**src/rtl/wb_pkg.sv**
```systemverilog
// Shared definitions for the Wishbone burst master.
//  - Wishbone B3 cycle-type (CTI) and burst-type (BTE) codes
//  - master FSM state encoding
//  - helper that picks the CTI of the next beat
package wb_pkg;

  localparam logic [2:0] CTI_CLASSIC = 3'b000;
  localparam logic [2:0] CTI_INCR    = 3'b010;
  localparam logic [2:0] CTI_END     = 3'b111;
  localparam logic [1:0] BTE_LINEAR  = 2'b00;

  typedef enum logic [1:0] {
    ST_IDLE  = 2'd0,
    ST_BUS   = 2'd1,
    ST_DRAIN = 2'd2,
    ST_DONE  = 2'd3
  } wb_state_e;

  // CTI for the beat that follows a completed one inside a multi-beat burst
  function automatic logic [2:0] cti_next(input logic next_is_last);
    if (next_is_last) begin
      return CTI_END;
    end else begin
      return CTI_INCR;
    end
  endfunction

endpackage

```
**src/rtl/wb_burst_master_if.sv**
```systemverilog
// Wishbone B3 bus bundle between the burst master and its responder/arbiter.
//  master modport: drives adr/dat/sel/we/cyc/stb/cti/bte, receives dat_i/ack/err
//  slave  modport: the mirror image
interface wb_burst_master_if #(
  parameter int ADR_W = 30,
  parameter int DAT_W = 32
) ();

  logic [ADR_W-1:0]   wb_adr_o;
  logic [DAT_W-1:0]   wb_dat_o;
  logic [DAT_W/8-1:0] wb_sel_o;
  logic               wb_we_o;
  logic               wb_cyc_o;
  logic               wb_stb_o;
  logic [2:0]         wb_cti_o;
  logic [1:0]         wb_bte_o;
  logic [DAT_W-1:0]   wb_dat_i;
  logic               wb_ack_i;
  logic               wb_err_i;

  modport master (
    output wb_adr_o, wb_dat_o, wb_sel_o, wb_we_o, wb_cyc_o, wb_stb_o, wb_cti_o, wb_bte_o,
    input  wb_dat_i, wb_ack_i, wb_err_i
  );

  modport slave (
    input  wb_adr_o, wb_dat_o, wb_sel_o, wb_we_o, wb_cyc_o, wb_stb_o, wb_cti_o, wb_bte_o,
    output wb_dat_i, wb_ack_i, wb_err_i
  );

endinterface

```
**src/rtl/wb_beat_buffer.sv**
```systemverilog
// One-entry write-data holding register.
//  sys_clk, sys_rst_n : clock, async active-low reset
//  load               : capture wdata and mark full (takes priority over clear)
//  clear              : mark empty (beat retired by ack, or discarded by err)
//  wdata              : incoming write beat
//  full               : entry holds a beat not yet retired
//  data               : held beat, drives the bus data lines directly
module wb_beat_buffer #(
  parameter int DAT_W = 32
) (
  input  logic             sys_clk,
  input  logic             sys_rst_n,
  input  logic             load,
  input  logic             clear,
  input  logic [DAT_W-1:0] wdata,
  output logic             full,
  output logic [DAT_W-1:0] data
);

  logic             full_r;
  logic [DAT_W-1:0] data_r;

  // Holding register and occupancy flag
  always_ff @(posedge sys_clk or negedge sys_rst_n) begin
    if (!sys_rst_n) begin
      full_r <= 1'b0;
      data_r <= {DAT_W{1'b0}};
    end else if (load) begin
      full_r <= 1'b1;
      data_r <= wdata;
    end else if (clear) begin
      full_r <= 1'b0;
    end else begin
      full_r <= full_r;
    end
  end

  assign full = full_r;
  assign data = data_r;

endmodule

```
**src/rtl/wb_burst_master.sv**
```systemverilog
// Wishbone B3 burst initiator: one command becomes a classic single cycle
// (len=0) or a linear incrementing burst (CTI 010 ... 111, BTE 00).
//  sys_clk, sys_rst_n        : clock, async active-low reset
//  cmd_*                     : command channel, accepted in IDLE on valid&ready
//  wr_valid/wr_ready/wr_data : write beat stream (one-entry buffer)
//  rd_valid/rd_data          : read beat strobe, no backpressure
//  done/done_err             : completion pulse, err qualifies an aborted burst
//  busy                      : state != IDLE
//  wb                        : Wishbone master port, all outputs registered
// Optional build macro WB_MASTER_TIMEOUT_EN: aborts a beat whose stb has been
// high TIMEOUT_CYCLES consecutive cycles without ack/err, exactly like err.
module wb_burst_master
  import wb_pkg::*;
#(
`ifdef WB_MASTER_TIMEOUT_EN
  parameter int TIMEOUT_CYCLES = 255,
`endif
  parameter int ADR_W = 30,
  parameter int DAT_W = 32,
  parameter int LEN_W = 8
) (
  input  logic               sys_clk,
  input  logic               sys_rst_n,
  input  logic               cmd_valid,
  output logic               cmd_ready,
  input  logic               cmd_we,
  input  logic [ADR_W-1:0]   cmd_adr,
  input  logic [LEN_W-1:0]   cmd_len,
  input  logic [DAT_W/8-1:0] cmd_sel,
  input  logic               wr_valid,
  output logic               wr_ready,
  input  logic [DAT_W-1:0]   wr_data,
  output logic               rd_valid,
  output logic [DAT_W-1:0]   rd_data,
  output logic               done,
  output logic               done_err,
  output logic               busy,
  wb_burst_master_if.master  wb
);

  wb_state_e          state_r;
  logic [ADR_W-1:0]   adr_r;
  // BUS: beats still to complete, minus one (0 = current beat is the last).
  // DRAIN: write beats still to be swallowed.
  logic [LEN_W-1:0]   rem_r;
  logic               we_r;
  logic [DAT_W/8-1:0] sel_r;
  logic               cyc_r;
  logic               stb_r;
  logic [2:0]         cti_r;
  logic               rd_valid_r;
  logic [DAT_W-1:0]   rd_data_r;
  logic               done_r;
  logic               done_err_r;

  logic               buf_full_s;
  logic [DAT_W-1:0]   buf_data_s;
  logic               buf_load_s;
  logic               buf_clear_s;
  logic               timeout_s;
  logic               err_s;
  logic               ack_s;

`ifdef WB_MASTER_TIMEOUT_EN
  localparam int TO_W = $clog2(TIMEOUT_CYCLES + 1);
  logic [TO_W-1:0] to_cnt_r;

  // Consecutive stb-high cycles of the current beat without a response
  always_ff @(posedge sys_clk or negedge sys_rst_n) begin
    if (!sys_rst_n) begin
      to_cnt_r <= {TO_W{1'b0}};
    end else if (!stb_r || wb.wb_ack_i || wb.wb_err_i) begin
      to_cnt_r <= {TO_W{1'b0}};
    end else begin
      to_cnt_r <= to_cnt_r + TO_W'(1);
    end
  end

  // Fires during the TIMEOUT_CYCLES-th unanswered stb cycle
  assign timeout_s = stb_r && (to_cnt_r == TO_W'(TIMEOUT_CYCLES - 1));
`else
  assign timeout_s = 1'b0;
`endif

  // err beats ack when both arrive; responses while stb is low are ignored
  assign err_s = stb_r && (wb.wb_err_i || timeout_s);
  assign ack_s = stb_r && wb.wb_ack_i && !err_s;

  // In BUS the buffer only accepts while empty; in DRAIN beats bypass it
  assign buf_load_s  = (state_r == ST_BUS) && we_r && !buf_full_s && wr_valid;
  assign buf_clear_s = (state_r == ST_BUS) && we_r && (ack_s || err_s);

  wb_beat_buffer #(.DAT_W(DAT_W)) u_beat_buffer (
    .sys_clk   (sys_clk),
    .sys_rst_n (sys_rst_n),
    .load      (buf_load_s),
    .clear     (buf_clear_s),
    .wdata     (wr_data),
    .full      (buf_full_s),
    .data      (buf_data_s)
  );

  // Burst sequencing FSM with registered bus and status outputs
  always_ff @(posedge sys_clk or negedge sys_rst_n) begin
    if (!sys_rst_n) begin
      state_r    <= ST_IDLE;
      adr_r      <= {ADR_W{1'b0}};
      rem_r      <= {LEN_W{1'b0}};
      we_r       <= 1'b0;
      sel_r      <= {(DAT_W/8){1'b0}};
      cyc_r      <= 1'b0;
      stb_r      <= 1'b0;
      cti_r      <= CTI_CLASSIC;
      rd_valid_r <= 1'b0;
      rd_data_r  <= {DAT_W{1'b0}};
      done_r     <= 1'b0;
      done_err_r <= 1'b0;
    end else begin
      rd_valid_r <= 1'b0;
      done_r     <= 1'b0;
      done_err_r <= 1'b0;
      case (state_r)
        ST_IDLE: begin
          if (cmd_valid) begin
            state_r <= ST_BUS;
            adr_r   <= cmd_adr;
            rem_r   <= cmd_len;
            we_r    <= cmd_we;
            sel_r   <= cmd_sel;
            cyc_r   <= 1'b1;
            // Writes wait for their first beat before strobing
            stb_r   <= !cmd_we;
            cti_r   <= (cmd_len == {LEN_W{1'b0}}) ? CTI_CLASSIC : CTI_INCR;
          end else begin
            state_r <= ST_IDLE;
          end
        end
        ST_BUS: begin
          if (err_s) begin
            cyc_r <= 1'b0;
            stb_r <= 1'b0;
            cti_r <= CTI_CLASSIC;
            we_r  <= 1'b0;
            if (we_r) begin
              // rem_r already equals the beats the producer has yet to offer
              state_r <= ST_DRAIN;
            end else begin
              state_r    <= ST_DONE;
              done_r     <= 1'b1;
              done_err_r <= 1'b1;
            end
          end else if (ack_s) begin
            adr_r <= adr_r + ADR_W'(1);
            if (!we_r) begin
              rd_valid_r <= 1'b1;
              rd_data_r  <= wb.wb_dat_i;
            end else begin
              rd_data_r  <= rd_data_r;
            end
            if (rem_r == {LEN_W{1'b0}}) begin
              state_r <= ST_DONE;
              cyc_r   <= 1'b0;
              stb_r   <= 1'b0;
              cti_r   <= CTI_CLASSIC;
              we_r    <= 1'b0;
              done_r  <= 1'b1;
            end else begin
              rem_r <= rem_r - LEN_W'(1);
              cti_r <= cti_next(rem_r == LEN_W'(1));
              // Write beat retired: strobe again only once the buffer refills
              stb_r <= !we_r;
            end
          end else if (buf_load_s) begin
            stb_r <= 1'b1;
          end else begin
            stb_r <= stb_r;
          end
        end
        ST_DRAIN: begin
          if (rem_r == {LEN_W{1'b0}}) begin
            state_r    <= ST_DONE;
            done_r     <= 1'b1;
            done_err_r <= 1'b1;
          end else if (wr_valid) begin
            rem_r <= rem_r - LEN_W'(1);
          end else begin
            rem_r <= rem_r;
          end
        end
        ST_DONE: begin
          state_r <= ST_IDLE;
        end
        default: begin
          state_r <= ST_IDLE;
          cyc_r   <= 1'b0;
          stb_r   <= 1'b0;
        end
      endcase
    end
  end

  assign cmd_ready = (state_r == ST_IDLE);
  assign busy      = (state_r != ST_IDLE);
  assign wr_ready  = ((state_r == ST_BUS) && we_r && !buf_full_s) ||
                     ((state_r == ST_DRAIN) && (rem_r != {LEN_W{1'b0}}));
  assign rd_valid  = rd_valid_r;
  assign rd_data   = rd_data_r;
  assign done      = done_r;
  assign done_err  = done_err_r;

  assign wb.wb_adr_o = adr_r;
  assign wb.wb_dat_o = buf_data_s;
  assign wb.wb_sel_o = sel_r;
  assign wb.wb_we_o  = we_r;
  assign wb.wb_cyc_o = cyc_r;
  assign wb.wb_stb_o = stb_r;
  assign wb.wb_cti_o = cti_r;
  assign wb.wb_bte_o = BTE_LINEAR;

endmodule

```
**src/flat_wrapper.sv**
```systemverilog
// flat-port wrapper written by rule: the top's interface ports become plain ports
module wb_burst_master_flat import wb_pkg::*;
#(

  parameter int ADR_W = 30,
  parameter int DAT_W = 32,
  parameter int LEN_W = 8
)
  (sys_clk, sys_rst_n, cmd_valid, cmd_ready, cmd_we, cmd_adr, cmd_len, cmd_sel, wr_valid, wr_ready, wr_data, rd_valid, rd_data, done, done_err, busy, wb_wb_adr_o, wb_wb_dat_o, wb_wb_sel_o, wb_wb_we_o, wb_wb_cyc_o, wb_wb_stb_o, wb_wb_cti_o, wb_wb_bte_o, wb_wb_dat_i, wb_wb_ack_i, wb_wb_err_i);
  wb_burst_master_if #(.ADR_W(ADR_W), .DAT_W(DAT_W)) wb_i ();
  input  logic sys_clk;
  input  logic sys_rst_n;
  input  logic cmd_valid;
  output logic cmd_ready;
  input  logic cmd_we;
  input  logic [ADR_W-1:0] cmd_adr;
  input  logic [LEN_W-1:0] cmd_len;
  input  logic [DAT_W/8-1:0] cmd_sel;
  input  logic wr_valid;
  output logic wr_ready;
  input  logic [DAT_W-1:0] wr_data;
  output logic rd_valid;
  output logic [DAT_W-1:0] rd_data;
  output logic done;
  output logic done_err;
  output logic busy;
  output wire logic [$bits(wb_i.wb_adr_o)-1:0] wb_wb_adr_o;
  output wire logic [$bits(wb_i.wb_dat_o)-1:0] wb_wb_dat_o;
  output wire logic [$bits(wb_i.wb_sel_o)-1:0] wb_wb_sel_o;
  output wire logic [$bits(wb_i.wb_we_o)-1:0] wb_wb_we_o;
  output wire logic [$bits(wb_i.wb_cyc_o)-1:0] wb_wb_cyc_o;
  output wire logic [$bits(wb_i.wb_stb_o)-1:0] wb_wb_stb_o;
  output wire logic [$bits(wb_i.wb_cti_o)-1:0] wb_wb_cti_o;
  output wire logic [$bits(wb_i.wb_bte_o)-1:0] wb_wb_bte_o;
  input wire logic [$bits(wb_i.wb_dat_i)-1:0] wb_wb_dat_i;
  input wire logic [$bits(wb_i.wb_ack_i)-1:0] wb_wb_ack_i;
  input wire logic [$bits(wb_i.wb_err_i)-1:0] wb_wb_err_i;
  assign wb_wb_adr_o = wb_i.wb_adr_o;
  assign wb_wb_dat_o = wb_i.wb_dat_o;
  assign wb_wb_sel_o = wb_i.wb_sel_o;
  assign wb_wb_we_o = wb_i.wb_we_o;
  assign wb_wb_cyc_o = wb_i.wb_cyc_o;
  assign wb_wb_stb_o = wb_i.wb_stb_o;
  assign wb_wb_cti_o = wb_i.wb_cti_o;
  assign wb_wb_bte_o = wb_i.wb_bte_o;
  assign wb_i.wb_dat_i = wb_wb_dat_i;
  assign wb_i.wb_ack_i = wb_wb_ack_i;
  assign wb_i.wb_err_i = wb_wb_err_i;
  wb_burst_master #(.ADR_W(ADR_W), .DAT_W(DAT_W), .LEN_W(LEN_W)) u_core (.sys_clk(sys_clk), .sys_rst_n(sys_rst_n), .cmd_valid(cmd_valid), .cmd_ready(cmd_ready), .cmd_we(cmd_we), .cmd_adr(cmd_adr), .cmd_len(cmd_len), .cmd_sel(cmd_sel), .wr_valid(wr_valid), .wr_ready(wr_ready), .wr_data(wr_data), .rd_valid(rd_valid), .rd_data(rd_data), .done(done), .done_err(done_err), .busy(busy), .wb(wb_i));
endmodule
```
**config.mk**
```make
export PLATFORM = sky130hd
export DESIGN_NAME = wb_burst_master_flat
export DESIGN_NICKNAME = d
export VERILOG_FILES = /design/src/rtl/wb_pkg.sv /design/src/rtl/wb_burst_master_if.sv /design/src/rtl/wb_beat_buffer.sv /design/src/rtl/wb_burst_master.sv /design/src/flat_wrapper.sv
export SDC_FILE = /design/constraint.sdc
export NUM_CORES = 1
export LEC_CHECK = 0
export CAP_MARGIN = 10
export CORE_MARGIN = 4
export CORE_UTILIZATION = 30
export DETAILED_ROUTE_END_ITERATION = 8
export GPL_TIMING_DRIVEN = 0
export PLACE_DENSITY = 0.62
export SLEW_MARGIN = 20
export SYNTH_ARGS = -nofsm -noshare
export SYNTH_HDL_FRONTEND = slang
export SYNTH_SLANG_ARGS = --single-unit
```
**constraint.sdc**
```tcl
create_clock -name sys_clk -period 2.3 [get_ports sys_clk]
set_input_delay 0.46 -clock sys_clk [delete_from_list [all_inputs] [get_ports sys_clk]]
set_output_delay 0.46 -clock sys_clk [all_outputs]
set_load 0.05 [all_outputs]
```
==> results_dict.tcl <==
set metrics [dict create \
    cts_root_buf "clkbuf_16" \
    yosys.area.top_type "dfrtp_1" \
    synth.area.top_cells "dfrtp_1 52%, mux2_2 14%, mux2i_1 3.2%" \
    mostFrequentLayoutCell "clkdlybuf4s50_1" \
    timing.slew.headroom_pct 57.9 \
    yosysUniqueCellTypes 57 \
    synth_enable_flop_cells 0 \
    path_buf_inv 2 \
    power_density_mw_per_mm2 1790 \
    first_pass_iters 5 \
    drive_gt1_share_pct 20.9 \
    via_per_inst 5.22 \
    rsz0062_at_grt "yes" \
    p_comb_share_pct 59.2 \
    core-area_mm2 0.0183 \
    cts_tree "done" \
    r2r.worst_path.cells 9 \
    grt_use_total_pct 17.4 \
    max_freq_mhz 441 \
    required_ns 1.84 \
    clk_pin_slew_worst_paths_ns 0.06 \
    wl_per_cell_um 18.6 \
    antenna_found_initial 0 \
    critPathLaunchType "flop" \
    clock-sinks 117 \
    arrival_ns 1.81 \
    h-tree-depth 4 \
    grt_max_degree 61 \
    hpwl_um 14000 \
    outcome "complete, no violations" \
    setup_tns_ns 0 \
    crit_type "flop to output pin" \
    clock_latency_ns 0.41 \
    cts_buffer_depth 2 \
    ios 225 \
    pwr-share-seq_pct 25.5 \
    critPathTopFamily "flip-flops" \
    dieArea_mm2 0.0211 \
    place_congestion 0.894 \
    syn_to_final_growth_pct 57.4 \
    report.final.slew_viol_count 0 \
    dieHeight_um 145 \
    hold_violations 0 \
    io_buffers 222 \
    grt_pass1_wl_um 29500 \
    crit_cells 6 \
    syn_inst 510 \
    synthArstFlopShare_pct 100 \
    hold_class "input pin to async pin" \
    dieWidth_um 145 \
    grt_pass1_vias 5497 \
    finalClockSkew_ns 0.0105 \
    cts_buffers 17 \
    switching_share_pct 49.5 \
    max-cap-violations 0 \
    leakage_nw 3.63 \
    period_minus_slack_ns 2.27 \
    regArea_mm2 0.00293 \
    max_stage_delay_ns 0.41 \
    ir_worst_vdd_v 0.000942 \
    mostFrequentLayoutCells "218 x clkdlybuf4s50_1, 117 x dfrtp_1, 69 x mux2_2" \
    drcViolationCount 0 \
    clockPowerShare_pct 15.3 \
    vias 5219 \
    row_count 49 \
    ant_nets 0 \
    critical_path.max_fanout 4 \
    layout_setup_ws_ns 0.0300 \
    yosysWarnings 0 \
    yosysSeqAreaShare_pct 51.7 \
    worst_pin_slew_ns 0.633 \
    path_cells "inv_1 -> ha_2 -> nor3b_4 -> nand2_2 -> a21o_1 -> buf_6" \
    start_util_pct 31.0 \
    dr.first_iter.drc_count 246 \
    place_ws_ns -0.734 \
    nFillCells 1635 \
    end_kind "output pin" \
    grt_overflow 0 \
    multi_input_area_mm2 0.00266 \
    antenna_cells 0 \
    postCtsHoldBufs 0 \
    synth_seq_cells 117 \
    yosysTopAreaCellShare_pct 51.7 \
    wl_um 18600 \
    min_period_over_period_pct 98.7 \
    layout.nets 879 \
    netSwitchingPower_mw 7.87 \
    slowest_stage "dfrtp_1" \
    synthFlopType "dfrtp_1" \
    synth.cell_area_mm2 0.00566 \
    setup_viol 0 \
    syn_area_per_cell_um2 11.1 \
    p_int_mw 8.05 \
    p_total_mw 15.9 \
]
[layout make-up]
type | count | area share [%]
Sequential cell | 117 | 32.8
Multi-Input combinational cell | 357 | 29.9
Clock buffer | 18 | 4.93
Buffer | 26 | 1.75
Tap cell | 229 | 3.21
Timing Repair Buffer | 229 | 25.7
Clock inverter | 13 | 1.25
Inverter | 10 | 0.421
[per-stage QoR]
stage / util, % / cells / hold slack (ns) / instance area (um^2)
after floorplan: - / 511 / 0.164 / 5680
after global placement: 44.8 / 962 / 0.477 / 8190
after detailed placement: 45.0 / 963 / 0.477 / 8220
after CTS: 48.3 / 995 / 0.0278 / 8830
after global routing: 48.8 / 999 / 0.0612 / 8910
final: 48.8 / 999 / 0.0220 / 8910
[power groups by stage]
stage	sequential, mW	combinational [mW]	clock [mW]
final	4.06	9.42	2.44
after global routing	4.20	10.0	2.61
after CTS	4.04	9.34	2.51
after detailed placement	4.04	9.22	0
after global placement	3.98	9.11	0
after floorplan	6.97	3.03	0
[timing repair]
action / CTS / global route
pin swaps: 0 / 2
setup endpoints to repair: 100 / 93
resized for setup: 37 / 17
buffers inserted: 1 / 5
[cells by family after synthesis]
kind of cell,Yosys count,share of synthesized area [%]
AOI/OAI and AO/OA,119,13.0
adders and majority gates,8,1.77
buffers and inverters,37,2.92
DFF,117,51.7
muxes,87,16.9
other,1,0.0662
and+or+nand+nor,141,13.6
[registers in the layout (all words and copies together), names as in the netlist]
signal	flops
u_core.wb.wb_sel_o	4
u_core.u_beat_buffer.data	32
u_core.rd_valid	1
u_core.state_r	2
u_core.wb.wb_we_o	1
u_core.wb.wb_cyc_o	1
u_core.rem_r	8
u_core.done_err	1
u_core.u_beat_buffer.full	1
u_core.done	1
u_core.wb.wb_stb_o	1
u_core.wb.wb_cti_o	2
u_core.rd_data	32
u_core.wb.wb_adr_o	30
[worst paths after layout]
check | from | endpoint | slack, ns
min in group sys_clk | u_core.wb.wb_cti_o[1] | u_core.wb.wb_cti_o[1] | 0.49
worst max register to register | u_core.state_r[0] | u_core.wb.wb_adr_o[12] | 0.08
max in group asynchronous | sys_rst_n | u_core.u_beat_buffer.data[5] | 1.58
worst min-delay path | sys_rst_n | u_core.wb.wb_adr_o[19] | 0.02
worst max-delay path | u_core.rem_r[1] | wr_ready | 0.03
worst min register to register | u_core.wb.wb_cti_o[1] | u_core.wb.wb_cti_o[1] | 0.49
[routing by layer]
layer / up-vias / track usage (%) / share of wire, %
met5: - / 0 / 0
met4: 0 / 6.51 / 2.1
met3: 34 / 8.56 / 13
met2: 302 / 27.9 / 47
met1: 2502 / 20.0 / 38
li1: 2381 / - / -
[synthesized netlist by cell type (9+ instances only)]
master / n
a21oi_1: 32
clkbuf_1: 12
dfrtp_1: 117
inv_1: 9
mux2_2: 69
mux2i_1: 18
nand2_1: 37
nand3_1: 18
nor2_1: 22
nor3_1: 10
o21ai_0: 29
o22ai_1: 16
[worst register-to-register path, delay by kind of cell (launching register included)]
family	cells	cell delay [ns]
adder cells (fa/ha/maj)	1	0.17
buffers and inverters	4	0.64
multiplexers	1	0.21
flip-flops	1	0.42
AO/OA/AOI/OAI	3	0.64
Note: power is estimated with default switching activity, not from simulation.
